===== src/rtl/control_sequencer.sv =====
// Hardwired control unit: fetch (T0-T2) then opcode-dependent execute (T3-T6).
// Optional HALT state for opcode 11011 is built only when CU_HALT_EN is defined.
module control_sequencer (
  input  logic        Clock,
  input  logic        Resetn,
  input  logic        Start,
  input  logic [31:0] IR,
  output logic        PCout,
  output logic        Zhighout,
  output logic        Zlowout,
  output logic        MDRout,
  output logic        HIout,
  output logic        LOout,
  output logic        PCin,
  output logic        MARin,
  output logic        MDRin,
  output logic        IRin,
  output logic        Yin,
  output logic        Zin,
  output logic        HIin,
  output logic        LOin,
  output logic        IncPC,
  output logic        Read,
  output logic [15:0] Rin,
  output logic [15:0] Rout,
  output logic [4:0]  opcode,
  output logic        Done,
  output logic        Illegal,
  output logic        Run
);

  typedef enum logic [3:0] {
    S_IDLE,
    S_T0,
    S_T1,
    S_T2,
    S_T3,
    S_T4,
    S_T5,
`ifdef CU_HALT_EN
    S_T6,
    S_HALT
`else
    S_T6
`endif
  } state_t;

  state_t state_q, state_d;

  logic [4:0] op;
  logic [3:0] ra, rb, rc;
  logic       cls_3reg, cls_muldiv, cls_unary, cls_nop, cls_halt;
  logic       ir_unused;

  assign op        = IR[31:27];
  assign ra        = IR[26:23];
  assign rb        = IR[22:19];
  assign rc        = IR[18:15];
  assign ir_unused = ^IR[14:0];

  assign cls_3reg   = (op >= 5'd3) && (op <= 5'd14);
  assign cls_muldiv = (op == 5'd15) || (op == 5'd16);
  assign cls_unary  = (op == 5'd17) || (op == 5'd18);
  assign cls_nop    = (op == 5'd26);
`ifdef CU_HALT_EN
  assign cls_halt   = (op == 5'd27);
`else
  assign cls_halt   = 1'b0;
`endif

  function automatic logic [15:0] onehot(input logic [3:0] idx);
    onehot = 16'd1 << idx;
  endfunction

  // Final states share one exit: refetch if Start is held, otherwise idle.
  state_t exit_state;
  assign exit_state = Start ? S_T0 : S_IDLE;

  always_comb begin
    state_d = state_q;
    case (state_q)
      S_IDLE: if (Start) state_d = S_T0;
      S_T0:   state_d = S_T1;
      S_T1:   state_d = S_T2;
      S_T2:   state_d = S_T3;
      S_T3: begin
        if (cls_3reg || cls_muldiv || cls_unary) state_d = S_T4;
`ifdef CU_HALT_EN
        else if (cls_halt)                       state_d = S_HALT;
`endif
        else                                     state_d = exit_state;
      end
      S_T4:   state_d = cls_unary ? exit_state : S_T5;
      S_T5:   state_d = cls_muldiv ? S_T6 : exit_state;
      S_T6:   state_d = exit_state;
`ifdef CU_HALT_EN
      S_HALT: state_d = S_HALT;
`endif
      default: state_d = S_IDLE;
    endcase
  end

  always_ff @(posedge Clock or negedge Resetn) begin
    if (!Resetn) state_q <= S_IDLE;
    else         state_q <= state_d;
  end

  // IR is a datapath register loaded at the end of T2, so it is only looked at from T3 on.
  always_comb begin
    PCout    = 1'b0;
    Zhighout = 1'b0;
    Zlowout  = 1'b0;
    MDRout   = 1'b0;
    HIout    = 1'b0;
    LOout    = 1'b0;
    PCin     = 1'b0;
    MARin    = 1'b0;
    MDRin    = 1'b0;
    IRin     = 1'b0;
    Yin      = 1'b0;
    Zin      = 1'b0;
    HIin     = 1'b0;
    LOin     = 1'b0;
    IncPC    = 1'b0;
    Read     = 1'b0;
    Rin      = 16'd0;
    Rout     = 16'd0;
    opcode   = 5'd0;
    Done     = 1'b0;
    Illegal  = 1'b0;
    Run      = (state_q != S_IDLE);
`ifdef CU_HALT_EN
    if (state_q == S_HALT) Run = 1'b0;
`endif
    case (state_q)
      S_T0: begin
        PCout = 1'b1;
        MARin = 1'b1;
        IncPC = 1'b1;
        Zin   = 1'b1;
      end
      S_T1: begin
        Zlowout = 1'b1;
        PCin    = 1'b1;
        Read    = 1'b1;
        MDRin   = 1'b1;
      end
      S_T2: begin
        MDRout = 1'b1;
        IRin   = 1'b1;
      end
      S_T3: begin
        if (cls_3reg) begin
          Rout = onehot(rb);
          Yin  = 1'b1;
        end else if (cls_muldiv) begin
          Rout = onehot(ra);
          Yin  = 1'b1;
        end else if (cls_unary) begin
          Rout   = onehot(rb);
          Zin    = 1'b1;
          opcode = op;
        end else begin
          Done    = 1'b1;
          Illegal = !cls_nop && !cls_halt;
        end
      end
      S_T4: begin
        if (cls_unary) begin
          Zlowout = 1'b1;
          Rin     = onehot(ra);
          Done    = 1'b1;
        end else begin
          Rout   = cls_3reg ? onehot(rc) : onehot(rb);
          Zin    = 1'b1;
          opcode = op;
        end
      end
      S_T5: begin
        Zlowout = 1'b1;
        if (cls_muldiv) begin
          LOin = 1'b1;
        end else begin
          Rin  = onehot(ra);
          Done = 1'b1;
        end
      end
      S_T6: begin
        Zhighout = 1'b1;
        HIin     = 1'b1;
        Done     = 1'b1;
      end
      default: ;
    endcase
  end

endmodule


===== config.mk =====
export PLATFORM = sky130hd
export DESIGN_NAME = control_sequencer
export DESIGN_NICKNAME = d
export VERILOG_FILES = /design/src/rtl/control_sequencer.sv
export SDC_FILE = /design/constraint.sdc
export NUM_CORES = 1
export LEC_CHECK = 0
export ABC_AREA = 1
export BUFFER_PORTS_ARGS = -buffer_cell sky130_fd_sc_hd__buf_4
export CAP_MARGIN = 40
export CORE_MARGIN = 1.5
export CORE_UTILIZATION = 35
export CTS_CLUSTER_DIAMETER = 150
export DETAILED_ROUTE_END_ITERATION = 7
export PLACE_DENSITY = 0.7
export SLEW_MARGIN = 20
export SYNTH_ARGS = -nofsm -noshare
export SYNTH_HDL_FRONTEND = slang
export SYNTH_SLANG_ARGS = --single-unit

===== constraint.sdc =====
create_clock -name Clock -period 1.1 [get_ports Clock]
set_input_delay 0.055 -clock Clock [delete_from_list [all_inputs] [get_ports Clock]]
set_output_delay 0.055 -clock Clock [all_outputs]
set_load 0.05 [all_outputs]

==> results by stage, run 1 <==
Floorplan:
- Once the floorplan was initialized, standard cells occupied 36.9% of the core.
- The die footprint is 0.00468 sq mm.
- Measured along the x axis, the die boundary spans 68.4 um.
- The die extent in y is 68.4 um.
- After floorplanning, the core was sized to cover 0.00406 sq mm.
- The number of rows created at floorplan is 23.
- In this run the count of I/O pins placed on the die edge is 91.

STA:
- The maximum clock frequency is 553 MHz.
- Across the routed clock network, the largest skew measured is 0.00537 ns.
- The worst hold-check slack is 0.169 ns.
- The sum of negative setup slack is -33.75 ns.
- Setup violations remaining at the end of the flow were counted as 57.
- The share of the clock period used by the worst path is 164%.
- The number of hold violations in the final report is 0.
- Across all setup checks in the final design, the least slack found is -0.709 ns.
- Setup repair after global routing could not meet its margin everywhere.
- After layout, the minimum clock period comes to 1.81 ns.
- The count of final max-slew check failures is 0.

Route:
- After detailed routing, the number of remaining DRC violations is 0.
- The routed design has 9.57 mm of wire.
- The total vias in the final route is 2885.
- In the routed layout, each cell is associated on average with a via count of 6.01.
- The average wire per standard cell is 19.9 um.
- The count of nets left with antenna violations after detail routing is 0.
- The count of TritonRoute iterations in the first routing pass is 7.
- After the first detailed-routing iteration, the DRC count stood at 424.

Run status:
- The checks that failed: negative setup slack.
- The flow ran to the end, but the final reports show violations.

Critical path:
- Setup slack on the worst reg-to-reg path comes out at -0.63 ns.
- For the worst flop-to-flop path, the logic depth is 11.
- The start of the worst register-to-register path is state_q[0]$_DFFE_PN0P_.
- The arrival time at the worst endpoint is 1.75 ns.
- For the worst setup path, the data required time is 1.04 ns.
- The type of element launching the critical path is a flip-flop.
- The count of buffering cells on the critical path with inverters included is 4.
- The slowest stage of the critical path is the sky130_fd_sc_hd__dfrtp_2 cell.
- The worst setup path startpoint is state_q[0]$_DFFE_PN0P_.
- The kind of cell with the highest combined delay along the critical path is simple AND/OR/NAND/NOR gates.
- Traced cell by cell, the critical path runs through inv_4 -> nor2_4 -> inv_2 -> nor2_4 -> nand2_4 -> clkinv_8 -> o211ai_1 -> nand2_4 -> buf_8.
- The critical path is of the flip-flop to output pin type.
- The nature of the critical path endpoint is an output pin.
- The worst setup path endpoint is Rout[5].
- The largest single stage delay on the critical path is 0.45 ns.
- The reg-to-reg endpoint is state_q[2]$_DFFE_PN0P_.
- The critical path runs through a total of 9 cells.
- The top fanout value on the critical path is 9.

Logic synthesis:
- For this run, the leading register cell type out of synthesis is sky130_fd_sc_hd__dfrtp_1.
- The synthesized netlist occupies a cell area of 0.00150 sq mm.
- The number of instances in the synthesized netlist is 281.
- The share of synthesized registers carrying an async set or reset is 100%.
- The Yosys step of the flow raised 0 warnings.
- Summed over all instances, the cell type with the most area after synthesis is sky130_fd_sc_hd__nand2_1.
- The share of synthesized area in the top cell type comes to 14.8%.
- The number of synthesized flops with an enable pin is 0.
- The most frequent cell after synthesis is sky130_fd_sc_hd__nand2_1.
- Dividing the synthesized area by the synthesized cell count gives 5.33 sq um.
- The number of storage elements in the synthesis netlist is 3.
- After synthesis, the most frequently instantiated cells are 59 x sky130_fd_sc_hd__nand2_1, 38 x sky130_fd_sc_hd__nor2_1, 28 x sky130_fd_sc_hd__inv_1.
- Synthesis instantiated 28 different standard cells from the library.
- By area the synthesized netlist is led by sky130_fd_sc_hd__nand2_1 15%, sky130_fd_sc_hd__nor2_1 9.5%, sky130_fd_sc_hd__nand4_1 8.8%, sky130_fd_sc_hd__nand3_1 8.7%, sky130_fd_sc_hd__o21ai_0 8.7%.
- Summing the sequential cell areas from Yosys gives 5.01% of the chip area.

Pwr:
- The maximum vdd drop is 0.00320 V.
- For this design the static power due to leakage is 0.00162 uW.
- Power spread over the standard cell area amounts to 1530 mW/mm^2.

Layout:
- The final cell area excluding filler cells is 0.00357 sq mm.
- In the final layout, the registers with the most flip-flops are state_q (3).
- state_q holds more flip-flops than any other register.
- The count of nets after finishing is 466.
- The share of cells above drive strength 1 is 59.1%.
- The register with the most flip-flops in the layout has 3 of them.
- Measured on the finished design, the core utilization comes to 88.0%.
- The area overhead of the layout relative to synthesis is 138%.
- The antenna diode count is 0.

GRT:
- The number of antenna violations at the first check in global routing came to 0.
- The global route total overflow is 0.
- Global routing used 33.7% of the available tracks across all layers.
- The global-route wire length before repair is 11.7 mm.
- Entering global routing, the biggest net connects 21 pins.
- The via count of the first global-routing pass is 2497.

Clocking:
- The clock transition at the registers of the reported paths is 0.04 ns.
- The maximum clock path buffer count is 2.
- TritonCTS built the clock tree.
- The number of buffers created by CTS is 3.
- The clock sink count is 3.
- The clock network latency to the later pin of the worst-skew pair is 0.23 ns.
- The deepest level of the CTS H-tree is 1.
- The cell sitting at the root of the clock tree is a sky130_fd_sc_hd__clkbuf_8.

Run:
- The tool flagged a number of max-cap violations equal to 0.

Placed design:
- The placed wire-length estimate is 4.70 mm.
- The count of input and output buffers is 73.
- The placed cell area is 0.00285 sq mm.
- At the end of routability-driven placement, the weighted congestion stood at 0.899.

Worst hold path:
- In this run the worst hold path is classified as input pin to async pin.
[logic make-up after synthesis]
group / after synthesis / share of synthesized area (%)
buffers and inverters: 57 / 21.1
DFF: 3 / 5.01
and+or+nand+nor: 166 / 54.0
AOI/OAI and AO/OA: 54 / 19.6
other: 1 / 0.250
[worst min path at each step]
stage	from	end	slack (ns)	cells after the start
2_1_floorplan	Resetn	state_q[0]$_DFFE_PN0P_	-0.24	0
3_3_place_gp	Resetn	state_q[1]$_DFFE_PN0P_	-0.15	1
3_5_place_dp	Resetn	state_q[0]$_DFFE_PN0P_	-0.15	1
4_1_cts	Start	state_q[0]$_DFFE_PN0P_	0.13	3
5_1_grt	Resetn	state_q[1]$_DFFE_PN0P_	0.17	2
6_report	Resetn	state_q[1]$_DFFE_PN0P_	0.17	2
[per-layer routing]
metal  track usage (%)  share of wire [%]
met4              14.5                7.3
met1              39.7                 34
met5                 0                  0
met2              60.3                 50
met3              4.11                8.7
[what timing repair did]
item | 4_1_cts | 5_1_grt
pin swaps | 15 | 9
setup endpoints to repair | 57 | 57
endpoints found under the hold margin | 3 | 0
hold buffers | 1 | 0
cloned | 1 | 0
setup buffers | 16 | 10
gates resized for setup | 110 | 24
[worst reg2reg max path, stage by stage, from the launching register on]
cell                       delay [ns]
sky130_fd_sc_hd__dfrtp_2         0.46
sky130_fd_sc_hd__inv_4           0.10
sky130_fd_sc_hd__nor2_4          0.04
sky130_fd_sc_hd__inv_2           0.09
sky130_fd_sc_hd__nor2_4          0.05
sky130_fd_sc_hd__nand2_4         0.16
sky130_fd_sc_hd__clkinv_8        0.11
sky130_fd_sc_hd__buf_4           0.15
sky130_fd_sc_hd__buf_6           0.11
sky130_fd_sc_hd__buf_4           0.14
sky130_fd_sc_hd__nor3_4          0.13
sky130_fd_sc_hd__nand2_1         0.07
[per-stage QoR]
step | power, uW | instances | setup slack, ns
final | 5480 | 480 | -0.709
after global routing | 5610 | 480 | -0.737
after floorplan | 2740 | 282 | -0.367
after detailed placement | 3650 | 454 | -0.428
after CTS | 4840 | 474 | -0.568
after global placement | 3610 | 454 | -0.374
[power breakdown]
part	total, uW	switching (uW)	internal (uW)
combinational	4820	2900	1920
sequential	288	112	176
clock	372	120	251
[area by class of cell]
type / count / area (sq um)
timing repair buffer: 166 / 1640
sequential: 3 / 78.8
tap: 50 / 62.6
inverter: 34 / 169
fill: 178 / 488
multi-input combinational: 222 / 1560
timing repair inverter: 1 / 16.3
clock buffer: 4 / 45.0
[placed cells by master, fill, tap and decap left out, types with 4 or more instances in the layout]
cell	synthesis	layout
sky130_fd_sc_hd__buf_6	3	39
sky130_fd_sc_hd__inv_2	4	4
sky130_fd_sc_hd__inv_1	28	23
sky130_fd_sc_hd__nor2_1	38	22
sky130_fd_sc_hd__o21ai_1	7	7
sky130_fd_sc_hd__o211ai_1	8	8
sky130_fd_sc_hd__buf_8	1	28
sky130_fd_sc_hd__nor2_4	5	25
sky130_fd_sc_hd__nand2_1	59	38
sky130_fd_sc_hd__nand3_2	1	6
sky130_fd_sc_hd__nand3_4	0	4
sky130_fd_sc_hd__nand3_1	26	17
sky130_fd_sc_hd__nand2_2	2	6
sky130_fd_sc_hd__buf_4	9	95
sky130_fd_sc_hd__o21ai_0	26	25
sky130_fd_sc_hd__a21oi_1	12	10
sky130_fd_sc_hd__nor3_4	1	4
sky130_fd_sc_hd__nand4_1	21	21
sky130_fd_sc_hd__nand2_4	2	16
Note: power is estimated with default switching activity, not from simulation.
==> inputs of run 2 (changes only) <==
==> constraint.sdc (replaced) <==
create_clock -name Clock -period 1.1 [get_ports Clock]
set_input_delay 0.055 -clock Clock [delete_from_list [all_inputs] [get_ports Clock]]
set_output_delay 0.055 -clock Clock [all_outputs]
set_load 0.005 [all_outputs]
==> run 2 against run 1 <==
  * The run still ends with negative setup slack left
  * Sequential power decreased by 14%
  * Critical path depth unchanged
  * Sequential share of layout area increased by 0.75 points
  * Worst setup slack improved by 0.24 ns
  * First-iteration DRC count decreased by 69%
  * Hold slack got worse by 0.057 ns
  * Combinational power decreased by 51%
  * Critical path type unchanged
  * Critical endpoint is now Rout[4]
==> results by stage, run 2 (synthesis results as in run 1) <==
Layout:
- The count of nets after finishing is 420 (-9.9%).
- The largest registers in the layout are state_q (3).
- The top cell types in the final layout, fill and taps aside, are 99 x sky130_fd_sc_hd__buf_4, 51 x sky130_fd_sc_hd__nand2_1, 27 x sky130_fd_sc_hd__nor2_1.
- The most flop-heavy register is state_q.
- The final cell area excluding filler cells is 0.00258 sq mm (-28%).
- The antenna diode count was 0 (unchanged).
- The flip-flop count of the largest register, all copies and words added is 3 (unchanged).
- The share of cells above drive strength 1 is 47.7% (-11 points).
- The most common cell after layout, fill and taps aside is sky130_fd_sc_hd__buf_4.
- The area growth from synthesis to layout is 72.1%.

STA:
- The share of the clock period used by the worst path is 143% (-22 points).
- The post-route minimum period is 1.57 ns (-0.241 ns).
- Setup repair after global routing could not meet its margin everywhere.
- The total of endpoints with negative setup slack in the final report is 57 (unchanged).
- The final critical-path setup slack is -0.468 ns (+0.241 ns).
- The maximum clock frequency is 638 MHz (+15%).
- The clock skew after layout is 0.00138 ns (-0.00399 ns).
- The count of final max-slew check failures is 0 (unchanged).
- The number of hold violations in the final report is 0 (unchanged).

Critical path:
- The type of element launching the critical path is a flip-flop.
- STA classifies the critical path endpoint as an output pin.
- The arrival time at the worst endpoint came to 1.51 ns (-0.24 ns).
- The required time of the critical path is 1.04 ns (about the same).
- In this run the critical register-to-register path is launched from state_q[0]$_DFFE_PN0P_.
- The worst setup path startpoint is state_q[0]$_DFFE_PN0P_.
- The top fanout value on the critical path is 8 (-1).
- By startpoint and endpoint, the worst setup path is classified as flip-flop to output pin.

Pwr:
- The proportion of power drawn by flip-flops and latches is 8.5% (+3.3 points).
- The static power due to leakage is 0.00130 uW (-20%).
- The share of power burned in the clock network is 10.9% (+4.1 points).
- The total net switching power came to 1360 uW (-57%).
- The fraction of power consumed by combinational cells is 80.6% (-7.4 points).
- The cell internal power dissipation is 1570 uW (-33%).
- The maximum vdd drop is 0.000507 V (-84%).
- The total power divided by cell area is 1140 mW/mm^2 (-26%).
- The net switching fraction of the power is 46.3% (-11 points).

Placed design:
- The placed cell area is 0.00224 sq mm (-22%).
- The count of input and output buffers is 73 (unchanged).
- The placer congestion estimate is 0.900 (+0.12%).
- The placed wire-length estimate came to 4.21 mm (-10%).
- The minimum setup slack after placement was -0.243 ns (+0.185 ns).

Route:
- The count of nets left with antenna violations after detail routing came to 0 (unchanged).
- The average wire per standard cell is 12.8 um (-36%).
- The total length of routed wires is 5.57 mm (-42%).
- The count of TritonRoute iterations in the first routing pass is 4 (-3).
- The post-detailed-route DRC marker count is 0 (unchanged).
- The total vias in the final route is 2246 (-22%).
- The via-per-instance ratio is 5.18 (-14%).
- The initial detailed-routing violation count came to 131 (-69%).

GRT:
- The global-route wire length before repair is 8.30 mm (-29%).
- The total routing usage reported by global routing is 22.7% (-11 points).
- The via count of the first global-routing pass is 1966 (-21%).
- The global route total overflow is 0 (unchanged).
- The largest net degree at the start of global routing came to 25 (+19%).
- The number of antenna violations at the first check in global routing is 0 (unchanged).

Floorplan:
- The die footprint came to 0.00468 sq mm (unchanged).
- The width of the die came to 68.4 um (unchanged).
- The starting density of the core came to 36.9% (unchanged).
- The die extent in y is 68.4 um (unchanged).
- The number of rows created at floorplan is 23 (unchanged).
- The number of ports placed on the die boundary was 91 (unchanged).
- The core area was 0.00406 sq mm (unchanged).

Clocking:
- The tree is rooted in a sky130_fd_sc_hd__clkbuf_8.
- The clock network latency to the later pin of the worst-skew pair is 0.21 ns (-0.02 ns).
- The deepest level of the CTS H-tree is 1 (unchanged).
- The clock tree from TritonCTS is yes.
- The number of buffers created by CTS is 3 (unchanged).
- The clock sink count is 3 (unchanged).
- The maximum clock path buffer count is 2 (unchanged).
- The clock transition at the registers of the reported paths is 0.03 ns (about the same).

Worst hold path:
- The tightest min-delay check is of the input pin to flip-flop type.
- The worst hold path begins at Start.

Run status:
- The checks that failed: negative setup slack.
- The run finished, with violations left.

Run:
- The max capacitance violation total is 0 (unchanged).
## run 2: power by group through the flow
stage / clock, uW / sequential, uW / combinational (uW)
after floorplan: 0 / 235 / 1040
after global placement: 0 / 227 / 1780
after detailed placement: 0 / 232 / 1810
after CTS: 322 / 245 / 2120
after global routing: 341 / 253 / 2580
final: 319 / 249 / 2360
## run 2: worst paths after layout
path	end	slack, ns	cells after the start
setup / recovery	Rout[4]	-0.47	9
hold / removal	state_q[0]$_DFFE_PN0P_	0.11	3
setup reg to reg	state_q[2]$_DFFE_PN0P_	-0.21	9
hold reg to reg	state_q[1]$_DFFE_PN0P_	0.75	3
max in group asynchronous	state_q[1]$_DFFE_PN0P_	0.82	2
min in group asynchronous	state_q[1]$_DFFE_PN0P_	0.17	2
## run 2: final cells by class
cell class / count / area (sq um)
Fill cell: 405 / 1480
Multi-Input combinational cell: 222 / 1260
Timing Repair Buffer: 119 / 976
Inverter: 34 / 143
Sequential cell: 3 / 76.3
Tap cell: 50 / 62.6
Clock buffer: 4 / 45.0
Timing Repair inverter: 2 / 17.5
## run 2: through the flow
stage	setup TNS [ns]	hold slack, ns	utilization [%]	power, uW	instances
6_report	-21.40	0.113	63.5	2930	434
5_1_grt	-24.81	0.134	63.5	3180	434
4_1_cts	-20.17	0.125	60.1	2680	432
3_5_place_dp	-9.57	-0.155	55.1	2040	421
3_3_place_gp	-8.43	-0.155	55.1	2010	421
2_1_floorplan	-2.17	-0.241	-	1270	282
## run 2: what timing repair did
action | CTS | global route
pin swaps | 9 | 8
setup buffers | 4 | 2
gates cloned | 2 | 0
gates resized for setup | 30 | 36
setup endpoints to repair | 57 | 57
hold buffers | 1 | 0
hold endpoints to repair | 3 | 0
## run 2: routing by layer
metal,part of all wire [%],routed length [um],vias up,global-route usage (%)
li1,-,-,1137,-
met1,40,2250,1026,27.6
met2,53,2930,73,42.2
met3,5.5,306,10,1.81
met4,1.5,81,0,6.00
met5,0,0,-,0
## run 2: worst max-delay path: stages, from the launching register on
cell	delay [ns]
sky130_fd_sc_hd__dfrtp_1	0.41
sky130_fd_sc_hd__inv_2	0.08
sky130_fd_sc_hd__nor2_4	0.10
sky130_fd_sc_hd__inv_2	0.06
sky130_fd_sc_hd__nor2_4	0.13
sky130_fd_sc_hd__nand2_4	0.13
sky130_fd_sc_hd__inv_8	0.12
sky130_fd_sc_hd__nand3_2	0.08
sky130_fd_sc_hd__nand2_2	0.09
sky130_fd_sc_hd__buf_6	0.09
